[src/rtl/uart_tx_arbiter.sv]
// Round-robin arbiter sharing one uart_tx among N_REQ byte producers.
// A requester that sends a byte without req_last keeps the grant, so a
// multi-byte message goes out on the line without interleaving.
module uart_tx_arbiter #(
    parameter int unsigned N_REQ    = 4,
    parameter int unsigned DATA_W   = 8,
    parameter int unsigned START_TO = 64
) (
    input  logic                      clk,
    input  logic                      rst,
    input  logic [N_REQ-1:0]          req,
    input  logic [N_REQ*DATA_W-1:0]   req_data,
    input  logic [N_REQ-1:0]          req_last,
    output logic [N_REQ-1:0]          ack,
    output logic [N_REQ-1:0]          sent,
    output logic                      err,
    output logic [DATA_W-1:0]         tx_data,
    output logic                      tx_start,
    input  logic                      tx_busy,
    input  logic                      tx_done
);

    localparam int unsigned PTR_W = (N_REQ > 1) ? $clog2(N_REQ) : 1;
    localparam int unsigned CNT_W = $clog2(START_TO + 1);
    localparam logic [PTR_W:0]   N_REQ_W  = (PTR_W + 1)'(N_REQ);
    localparam logic [PTR_W-1:0] PTR_MAX  = PTR_W'(N_REQ - 1);
    localparam logic [CNT_W-1:0] CNT_LAST = CNT_W'(START_TO - 1);

    typedef enum logic [1:0] {
        IDLE  = 2'd0,
        START = 2'd1,
        WAIT  = 2'd2
    } state_t;

    state_t             state;
    logic [PTR_W-1:0]   rr_ptr;
    logic [PTR_W-1:0]   owner;
    logic               lock;
    logic               last_lat;
    logic [CNT_W-1:0]   cnt;

    logic [DATA_W-1:0]  bytes [N_REQ];
    logic               pick_valid;
    logic [PTR_W-1:0]   pick_idx;
    logic [PTR_W:0]     scan;

    // Completion is taken from the tx_busy fall; tx_done is informational only.
    logic unused_tx_done;
    assign unused_tx_done = tx_done;

    // Wrap-around increment of a requester index.
    function automatic logic [PTR_W-1:0] next_ptr(input logic [PTR_W-1:0] p);
        return (p == PTR_MAX) ? '0 : PTR_W'(p + PTR_W'(1));
    endfunction

    // Split the flat data bus into one byte per requester.
    always_comb begin
        for (int unsigned k = 0; k < N_REQ; k++) begin
            bytes[k] = req_data[k*DATA_W +: DATA_W];
        end
    end

    // Pick: the lock owner only, else first request scanning from rr_ptr.
    always_comb begin
        pick_valid = 1'b0;
        pick_idx   = rr_ptr;
        scan       = '0;
        if (lock) begin
            pick_valid = req[owner];
            pick_idx   = owner;
        end else begin
            for (int unsigned k = 0; k < N_REQ; k++) begin
                scan = {1'b0, rr_ptr} + (PTR_W + 1)'(k);
                if (scan >= N_REQ_W) begin
                    scan = scan - N_REQ_W;
                end
                if (!pick_valid && req[scan[PTR_W-1:0]]) begin
                    pick_valid = 1'b1;
                    pick_idx   = scan[PTR_W-1:0];
                end
            end
        end
    end

    // Grant FSM with registered handshake outputs.
    always_ff @(posedge clk) begin
        if (rst) begin
            state    <= IDLE;
            rr_ptr   <= '0;
            owner    <= '0;
            lock     <= 1'b0;
            last_lat <= 1'b0;
            cnt      <= '0;
            ack      <= '0;
            sent     <= '0;
            err      <= 1'b0;
            tx_data  <= '0;
            tx_start <= 1'b0;
        end else begin
            ack  <= '0;
            sent <= '0;
            case (state)
                IDLE: begin
                    if (!tx_busy && pick_valid) begin
                        tx_data  <= bytes[pick_idx];
                        owner    <= pick_idx;
                        last_lat <= req_last[pick_idx];
                        ack      <= N_REQ'(1) << pick_idx;
                        tx_start <= 1'b1;
                        cnt      <= '0;
                        state    <= START;
                    end
                end
                START: begin
                    if (tx_busy) begin
                        tx_start <= 1'b0;
                        state    <= WAIT;
                    end else if (cnt == CNT_LAST) begin
                        tx_start <= 1'b0;
                        err      <= 1'b1;
                        lock     <= 1'b0;
                        rr_ptr   <= next_ptr(owner);
                        state    <= IDLE;
                    end else begin
                        cnt <= cnt + 1'b1;
                    end
                end
                WAIT: begin
                    if (!tx_busy) begin
                        sent  <= N_REQ'(1) << owner;
                        lock  <= ~last_lat;
                        if (last_lat) begin
                            rr_ptr <= next_ptr(owner);
                        end
                        state <= IDLE;
                    end
                end
                default: begin
                    state <= IDLE;
                end
            endcase
        end
    end

endmodule

[config.mk]
export PLATFORM = sky130hd
export DESIGN_NAME = uart_tx_arbiter
export DESIGN_NICKNAME = d
export VERILOG_FILES = /design/src/rtl/uart_tx_arbiter.sv
export SDC_FILE = /design/constraint.sdc
export NUM_CORES = 1
export LEC_CHECK = 0
export CAP_MARGIN = 20
export CORE_MARGIN = 2
export CORE_UTILIZATION = 44
export CTS_CLUSTER_SIZE = 20
export DETAILED_ROUTE_END_ITERATION = 12
export GPL_TIMING_DRIVEN = 0
export PLACE_DENSITY = 0.92
export SYNTH_ARGS = -nofsm -noshare
export SYNTH_HDL_FRONTEND = slang
export SYNTH_SLANG_ARGS = --single-unit
export TNS_END_PERCENT = 1
[constraint.sdc]
create_clock -name clk -period 3.3 [get_ports clk]
set_input_delay 0.33 -clock clk [delete_from_list [all_inputs] [get_ports clk]]
set_output_delay 0.33 -clock clk [all_outputs]
set_load 0.01 [all_outputs]
==> impl_results.md, run 1 <==
- Initial Util: 45.6%
- Antenna diode count: 0
- Crit path time final: 2.52 ns
- Ys flop type: dfxtp_1
- Worst Skew: 0.00682 ns
- Clk pwr share: 39.0%
- Rel. slew slack: 49.9%
- Vias in the first global route: 1482
- CTS max path bufs: 2
- Initial antenna violation count: 0
- Data arrival time of the critical path: 2.67 ns
- Sequential element share of the synthesized area: 39.6%
- DR WL/cell: 14.7 µm
- Hold Buf Count CTS: 0
- P_sw: 249 µW
- DRC violations left: 0
- Critical path startpoint category: primary input
- Setup TNS Final: 0 ns
- Worst skew pair latency: 0.29 ns
- Resize count post-CTS: 0
- Pins Over Slew Limit: 0
- Final Hold Viols: 0
- Outcome: completed
- Overall die height: 65.6 µm
- Fin Hold WS: 0.492 ns
- 1st-iter DRT viols: 85
- Max-Cap Viols: 0
- Sequential fraction of design power: 41.8%
- Critical path type: primary input to flop
- Total routed wirelength: 4290 µm
- Drt first pass iters: 4
- Pwr Density: 417 mW/mm²
- Slowest-stage cell, CP: clkbuf_1
- Synth top area cells: dfxtp_1, mux2i_1, o221ai_1
- Clock tree from TritonCTS: built
- P_leak: 0.000939 µW
- Layout cells sized above 1: 6.15%
- Fin util: 66.9%
- Post-Syn Area per Cell: 9.48 µm²
- RSZ-0062 raised after global routing: no
- CTS H-tree depth: 2
- P_int: 772 µW
- Area leader, netlist: dfxtp_1
- Die width: 65.6 µm
- Critical Path RT: 3.45 ns
- Fin cells: 292
- Vias per cell: 5.37
- Die area: 0.00430 mm²
- Fin nets: 289
- Register bit total from synthesis: 33
- Critical Path Fanout Max: 10
- Ys async rst share: 0%
- ANT nets after route: 0
- Synth top area share: 39.6%
- Max IR drop VDD: 0.229 mV
- Clock sink count: 33
- IO Pins: 62
- Critical-path cell list: clkdlybuf4s50_1 -> nor2_1 -> a211oi_1 -> o41a_1 -> clkbuf_1 -> mux2i_1 -> o221ai_1
- Largest stage delay, worst path: 0.59 ns
- Distinct cell type count after synthesis: 37
- PortBufs: 60
- Total global routing overflow: 0
- Hold Crit Class: flop to flop
- Post-Syn Instances: 176
- List of most frequent post-synthesis cells: dfxtp_1, mux2i_1, nor2_1
- Synth warn: 0
- P&R area growth vs syn: 46.8%
- Slew at the pin closest to its max-slew limit: 0.748 ns
- Largest net degree at the start of global routing: 12
- Final Setup Violations: 0
- CTS clk-pin slew, worst paths: 0.07 ns
- HPWL after DPL: 3100 µm
- Post-Place Cells: 284
- Core area: 0.00366 mm²
- First-pass GRT wire length: 6990 µm
- GPL Wtd Cong: 0.765
- Total track usage: 21.2%
- CP Capture Type: flop
- # rows: 22
- Via count: 1567
- Syn_nets: 222
- Post-CTS setup buffers: 0
- Root buffer cell: clkbuf_8
- Post-Syn Area: 0.00167 mm²
- Comb power frac: 19.1%
- Clock buffer count from CTS: 5
- Number of flops mapped to enable cells by yosys: 0
- Count leader, synth: dfxtp_1
- Final period util: 76.3%
- Sw frac: 24.4%
- Fmax: 0.397 GHz
## per-layer routing
metal	wire, µm	global-route usage, %	vias to the layer above	share of wire (%)
met5	0	0	-	0
met4	46	7.03	0	1.1
met3	238	6.34	6	5.5
met2	2110	34.2	51	49
met1	1890	27.1	732	44
li1	-	-	778	-
## cells by family (layout without fill, tap and decap cells)
group	Yosys count	count (layout)	synth area share, %
AOI/OAI and AO/OA	29	29	13.6
xor gates and xnor gates	5	5	2.63
adders and majority gates	2	2	1.50
buffers and inverters	14	82	4.20
DFF	33	33	39.6
muxes	23	23	13.8
and+or+nand+nor	70	70	24.7
## power by group through the flow
stage | sequential, µW | clock (µW) | combinational (µW)
2_1_floorplan | 439 | 0 | 88.2
3_3_place_gp | 434 | 0 | 188
3_5_place_dp | 435 | 0 | 193
4_1_cts | 427 | 404 | 195
5_1_grt | 429 | 424 | 210
6_report | 427 | 398 | 195
## cells in the final DEF, fill, tap and decap left out, types with 2 or more instances in the layout
| master | instances |
|---|---|
| a211oi_1 | 3 |
| a21oi_1 | 9 |
| buf_2 | 2 |
| buf_6 | 2 |
| clkbuf_1 | 7 |
| clkbuf_8 | 6 |
| clkdlybuf4s50_1 | 60 |
| dfxtp_1 | 33 |
| ha_1 | 2 |
| inv_1 | 3 |
| mux2i_1 | 23 |
| nand2_1 | 8 |
| nand2b_1 | 5 |
| nand3_1 | 5 |
| nand3b_1 | 10 |
| nand4_1 | 3 |
| nor2_1 | 19 |
| nor2b_1 | 4 |
| nor3b_1 | 5 |
| o211ai_1 | 2 |
| o21ai_0 | 2 |
| o221ai_1 | 9 |
| xor2_1 | 4 |
## layout make-up
class | instances | area, µm²
repair buffers | 60 | 601
well taps | 48 | 60.1
plain buffers | 11 | 58.8
clock buffers | 6 | 82.6
clock inverters | 2 | 37.5
flip-flops and latches | 33 | 661
multi-input cells | 129 | 937
inverters | 3 | 11.3
fillers | 286 | 1210
## stage by stage
stage | setup slack, ns | power [µW] | instance area (µm²)
floorplan | 1.40 | 528 | 1670
global placement | 0.664 | 623 | 2330
detailed placement | 0.497 | 628 | 2330
CTS | 0.804 | 1030 | 2450
global route | 0.644 | 1060 | 2450
finish | 0.783 | 1020 | 2450
## final timing paths
kind              cells past startpoint  slack [ns]    endpoint  startpoint
setup / recovery                      7        0.78  tx_data[1]      req[2]
hold / removal                        1        0.49      cnt[6]      cnt[6]
setup reg to reg                      6        1.04  tx_data[1]    owner[1]
hold reg to reg                       1        0.49      cnt[6]      cnt[6]
## sequential cells by signal, indices dropped and copies added (netlist names), 2 cells and up
signal and cells:
tx_data 8, owner 2, rr_ptr 2, sent 4
state 2, cnt 7, ack 4
## worst max-delay path, delay by kind of cell
family	cells	cell delay, ns
simple gates	1	0.07
buf+inv	2	1.16
compound gates	3	0.77
mux	1	0.34
Power figures use the tool's default switching activity.
==> run 2, diff against run 1 <==
Clock period 3.3 ns to 2.4 ns, I/O delays scaled along.
==> impl_results.md, run 2 (same netlist as run 1, synthesis figures left out) <==
- Dpl ws: -0.313 ns
- R2R setup slack: 0.14 ns
- Fin Hold WS: 0.491 ns
- Root buffer cell: clkbuf_8
- Die width: 65.6 µm
- P_leak: 0.000944 µW
- Outcome: completed
- Final Power: 1400 µW
- Total track usage: 21.2%
- P&R area growth vs syn: 47.0%
- Final Setup Violations: 0
- CTS clk-pin slew, worst paths: 0.07 ns
- Reg2Reg Depth: 6
- Layout cells sized above 1: 6.97%
- Pwr Density: 573 mW/mm²
- Hold Crit Class: flop to flop
- Critical path buffers and inverters: 1
- Total global routing overflow: 0
- Reg2reg start: owner[1]
- Initial Util: 45.6%
- CTS H-tree depth: 2
- Met1 Use GR: 27.1%
- PortBufs: 60
- Worst Skew: 0.00559 ns
- Critical path type: flop to flop
- Via count: 1563
- Most frequent cells in the layout: clkdlybuf4s50_1, dfxtp_1, mux2i_1
- Overall die height: 65.6 µm
- Crit path time final: 2.26 ns
- Global route hottest layer: met2
- Critical-path cell list: and2b_1 -> a2111oi_4 -> nand3_4 -> or3b_1 -> buf_2 -> o221ai_1
- Vias in the first global route: 1482
- RSZ-0062 raised after global routing: no
- Antenna diode count: 0
- Slew at the pin closest to its max-slew limit: 0.718 ns
- Clock tree from TritonCTS: built
- Clock sink count: 33
- Drt first pass iters: 4
- Dpl cell area: 0.00233 mm²
- Rel. slew slack: 51.9%
- Pins Over Slew Limit: 0
- CTS max path bufs: 2
- Die area: 0.00430 mm²
- Worst hold path endpoint: cnt[6]
- Largest net degree at the start of global routing: 12
- RR Endpoint: tx_data[1]
- Hold Buf Count CTS: 0
- Max IR drop VDD: 0.317 mV
- HPWL after DPL: 3100 µm
- Resize count post-CTS: 1
- Critical Path Fanout Max: 10
- Data arrival time of the critical path: 2.46 ns
- Worst hold stages: 1
- Max-Cap Viols: 0
- Fmax: 0.443 GHz
- CP Capture Type: flop
- HP Start: cnt[6]
- Slack of the critical path: 0.142 ns
- Slowest-stage cell, CP: dfxtp_1
- Total routed wirelength: 4250 µm
- DRC violations left: 0
- Largest stage delay, worst path: 0.50 ns
- Critical path startpoint category: flop
- Vias per cell: 5.35
- Critical Path RT: 2.60 ns
- Fin nets: 289
- Max reg flops: 8
- Leading cell type in the layout, fill and taps excluded: clkdlybuf4s50_1
- Design Area, Final: 0.00245 mm²
- Post-CTS setup buffers: 0
- Largest reg by FF count: tx_data
- ANT nets after route: 0
- GPL Wtd Cong: 0.765
- Met2 usage: 34.2%
- Final Hold Viols: 0
- Final period util: 94.1%
- IO Pins: 62
- Worst skew pair latency: 0.29 ns
- # rows: 22
- Fin cells: 292
- Core area: 0.00366 mm²
- First-pass GRT wire length: 6990 µm
- CP top delay family: simple AND/OR/NAND/NOR gates
- Initial antenna violation count: 0
- Clock buffer count from CTS: 5
- 1st-iter DRT viols: 88
- DR WL/cell: 14.5 µm
- Largest registers: tx_data (8), cnt (7)
- Post-Place Cells: 284
- GR Util met3: 6.34%
run 2: cell counts in the layout (fill, tap and decap cells not counted):
No cell type changed its count.
run 2: power breakdown:
| group | switching [µW] | internal, µW | leakage, µW |
|---|---|---|---|
| Clock | 211 | 337 | 0.0000574 |
| Sequential | 14.4 | 572 | 0.000268 |
| Combinational | 117 | 152 | 0.000618 |
run 2: how the worst max path moves through the flow:
| stage | startpoint | to | depth (start not counted) |
|---|---|---|---|
| 2_1_floorplan | owner[0] | tx_data[0] | 7 |
| 3_3_place_gp | req[2] | tx_data[7] | 7 |
| 3_5_place_dp | req[2] | tx_data[1] | 7 |
| 4_1_cts | req[2] | tx_data[1] | 7 |
| 5_1_grt | owner[1] | tx_data[1] | 6 |
| 6_report | owner[1] | tx_data[1] | 6 |
run 2: layer usage:
layer / routed length (µm) / up-vias
met2: 2120 / 44
met4: 38 / 0
met3: 185 / 4
met5: 0 / -
li1: - / 777
met1: 1910 / 738
run 2: area by class of cell:
type                    instances  area, µm²
fillers                       287       1210
well taps                      48       60.1
flip-flops and latches         33        661
multi-input cells             129        937
plain buffers                  11       61.3
clock buffers                   6       82.6
repair buffers                 60        601
inverters                       3       11.3
clock inverters                 2       37.5
run 2: through the flow:
step                      util, %  TNS [ns]
after global placement       63.6     -1.02
after floorplan                 -         0
final                        67.0         0
after detailed placement     63.6     -2.07
after CTS                    66.9         0
after global routing         67.0         0
run 2: worst reg2reg max path, cell delays in order (launching register included):
cell and delay, ns:
dfxtp_1 0.50, and2b_1 0.26, a2111oi_4 0.37, nand3_4 0.22, or3b_1 0.42, buf_2 0.20
o221ai_1 0.20
==> run 3, diff against run 2 <==
Settings changed: CELL_PAD_IN_SITES_DETAIL_PLACEMENT set to 0, CELL_PAD_IN_SITES_GLOBAL_PLACEMENT set to 1, CORE_UTILIZATION 44 to 32, PLACE_DENSITY 0.92 to 0.91.
==> impl_results.md, run 3 (same netlist as run 1, synthesis figures left out) <==
- Final Power: 1260 µW
- Final period util: 93.4%
- CTS H-tree depth: 2
- RSZ-0062 raised after global routing: no
- P_leak: 0.000928 µW
- Worst Skew: 0.00506 ns
- Overall die height: 76.2 µm
- 1st-iter DRT viols: 76
- Wl on met1: 1730 µm
- CTS clk-pin slew, worst paths: 0.06 ns
- DR WL met3: 192 µm
- Final Hold Viols: 0
- PortBufs: 60
- Worst hold stages: 1
- # rows: 26
- DRC violations left: 0
- Max reg flops: 8
- Final Setup Violations: 0
- Rel. slew slack: 47.7%
- CTS max path bufs: 2
- Critical path startpoint category: primary input
- Initial Util: 32.9%
- Max-Cap Viols: 0
- Critical-path cell list: clkdlybuf4s50_1 -> nor2_1 -> a211oi_1 -> o41a_1 -> clkbuf_1 -> mux2i_1 -> o221ai_1
- Max IR drop VDD: 0.306 mV
- Largest net degree at the start of global routing: 11
- Total routed wirelength: 3940 µm
- Fin Hold WS: 0.475 ns
- GPL Wtd Cong: 0.816
- Pwr Density: 517 mW/mm²
- Die area: 0.00581 mm²
- IO Pins: 62
- Hold Buf Count CTS: 0
- ANT nets after route: 0
- Antenna diode count: 0
- Design Area, Final: 0.00244 mm²
- Core area: 0.00507 mm²
- DR WL/cell: 12.6 µm
- HPWL after DPL: 2940 µm
- Total track usage: 14.6%
- Fill count: 498
- Via count: 1501
- Largest registers: tx_data (8), cnt (7)
- Met2 wire len: 1940 µm
- Dpl cell area: 0.00236 mm²
- Fmax: 0.446 GHz
- Register area: 661 µm²
- Largest reg by FF count: tx_data
- Critical Path RT: 2.55 ns
- Initial antenna violation count: 0
- Vias in the first global route: 1501
- Reg2Reg Depth: 6
- Clock tree from TritonCTS: built
- Root buffer cell: clkbuf_8
- Hold Crit Class: flop to flop
- Dpl ws: -0.161 ns
- Slowest-stage cell, CP: clkdlybuf4s50_1
- Layout cells sized above 1: 5.76%
- Area of the multi-input gates: 937 µm²
- Clock sink count: 33
- P&R area growth vs syn: 46.5%
- Pins Over Slew Limit: 0
- Clock buffer count from CTS: 5
- Worst skew pair latency: 0.28 ns
- Most frequent cells in the layout: clkdlybuf4s50_1, dfxtp_1, mux2i_1
- Crit path time final: 2.24 ns
- Slack of the critical path: 0.160 ns
- Fin nets: 289
- Outcome: completed
- First-pass GRT wire length: 6770 µm
- Setup TNS Final: 0 ns
- Critical path type: primary input to flop
- Data arrival time of the critical path: 2.39 ns
- Largest stage delay, worst path: 0.56 ns
- Top sig layer: met4
- CP Capture Type: flop
- Die width: 76.2 µm
- Critical Path Fanout Max: 10
- Slew at the pin closest to its max-slew limit: 0.779 ns
- Leading cell type in the layout, fill and taps excluded: clkdlybuf4s50_1
- Total global routing overflow: 0
- Vias per cell: 4.80
- Drt first pass iters: 4
==> run 3: worst max-delay path, delay by kind of cell <==
kind | cells | cell delay, ns
muxes | 1 | 0.28
buffers and inverters | 2 | 1.09
AOI/OAI and AO/OA | 3 | 0.70
and+or+nand+nor | 1 | 0.07
==> run 3: final timing paths <==
kind / end / slack, ns / start
max reg2reg: tx_data[5] / 0.27 / owner[1]
min: cnt[6] / 0.48 / cnt[6]
min reg2reg: cnt[6] / 0.48 / cnt[6]
max: tx_data[2] / 0.16 / req[2]
==> run 3: final cells by class <==
class                      count  share of cell area, %
inverter                       3                  0.461
clock buffer                   7                   3.53
multi-input combinational    129                   38.4
tap                           70                   3.58
timing repair buffer          60                   24.6
sequential                    33                   27.0
buffer                        11                   2.46
==> run 3: repair_timing <==
action	4_1_cts	5_1_grt
hold endpoints to repair	0	0
gates resized for setup	0	2
endpoints found under the setup margin	0	1
buffers inserted	0	0
==> run 3: power breakdown <==
group	internal (µW)	total [µW]	switching, µW
Clock	227	415	187
Combinational	151	264	112
Sequential	573	585	12.7
Total	951	1260	312
==> run 3: per-layer routing <==
metal  up-vias  track usage [%]
met5         -                0
met4         0             6.55
met3         5             5.33
met2        31             24.9
met1       686             16.4
li1        779                -
==> run 3: through the flow <==
stage                     util [%]  instances
after global routing          48.2        313
final                         48.2        313
after floorplan                  -        176
after global placement        46.4        306
after CTS                     48.1        313
after detailed placement      46.4        306
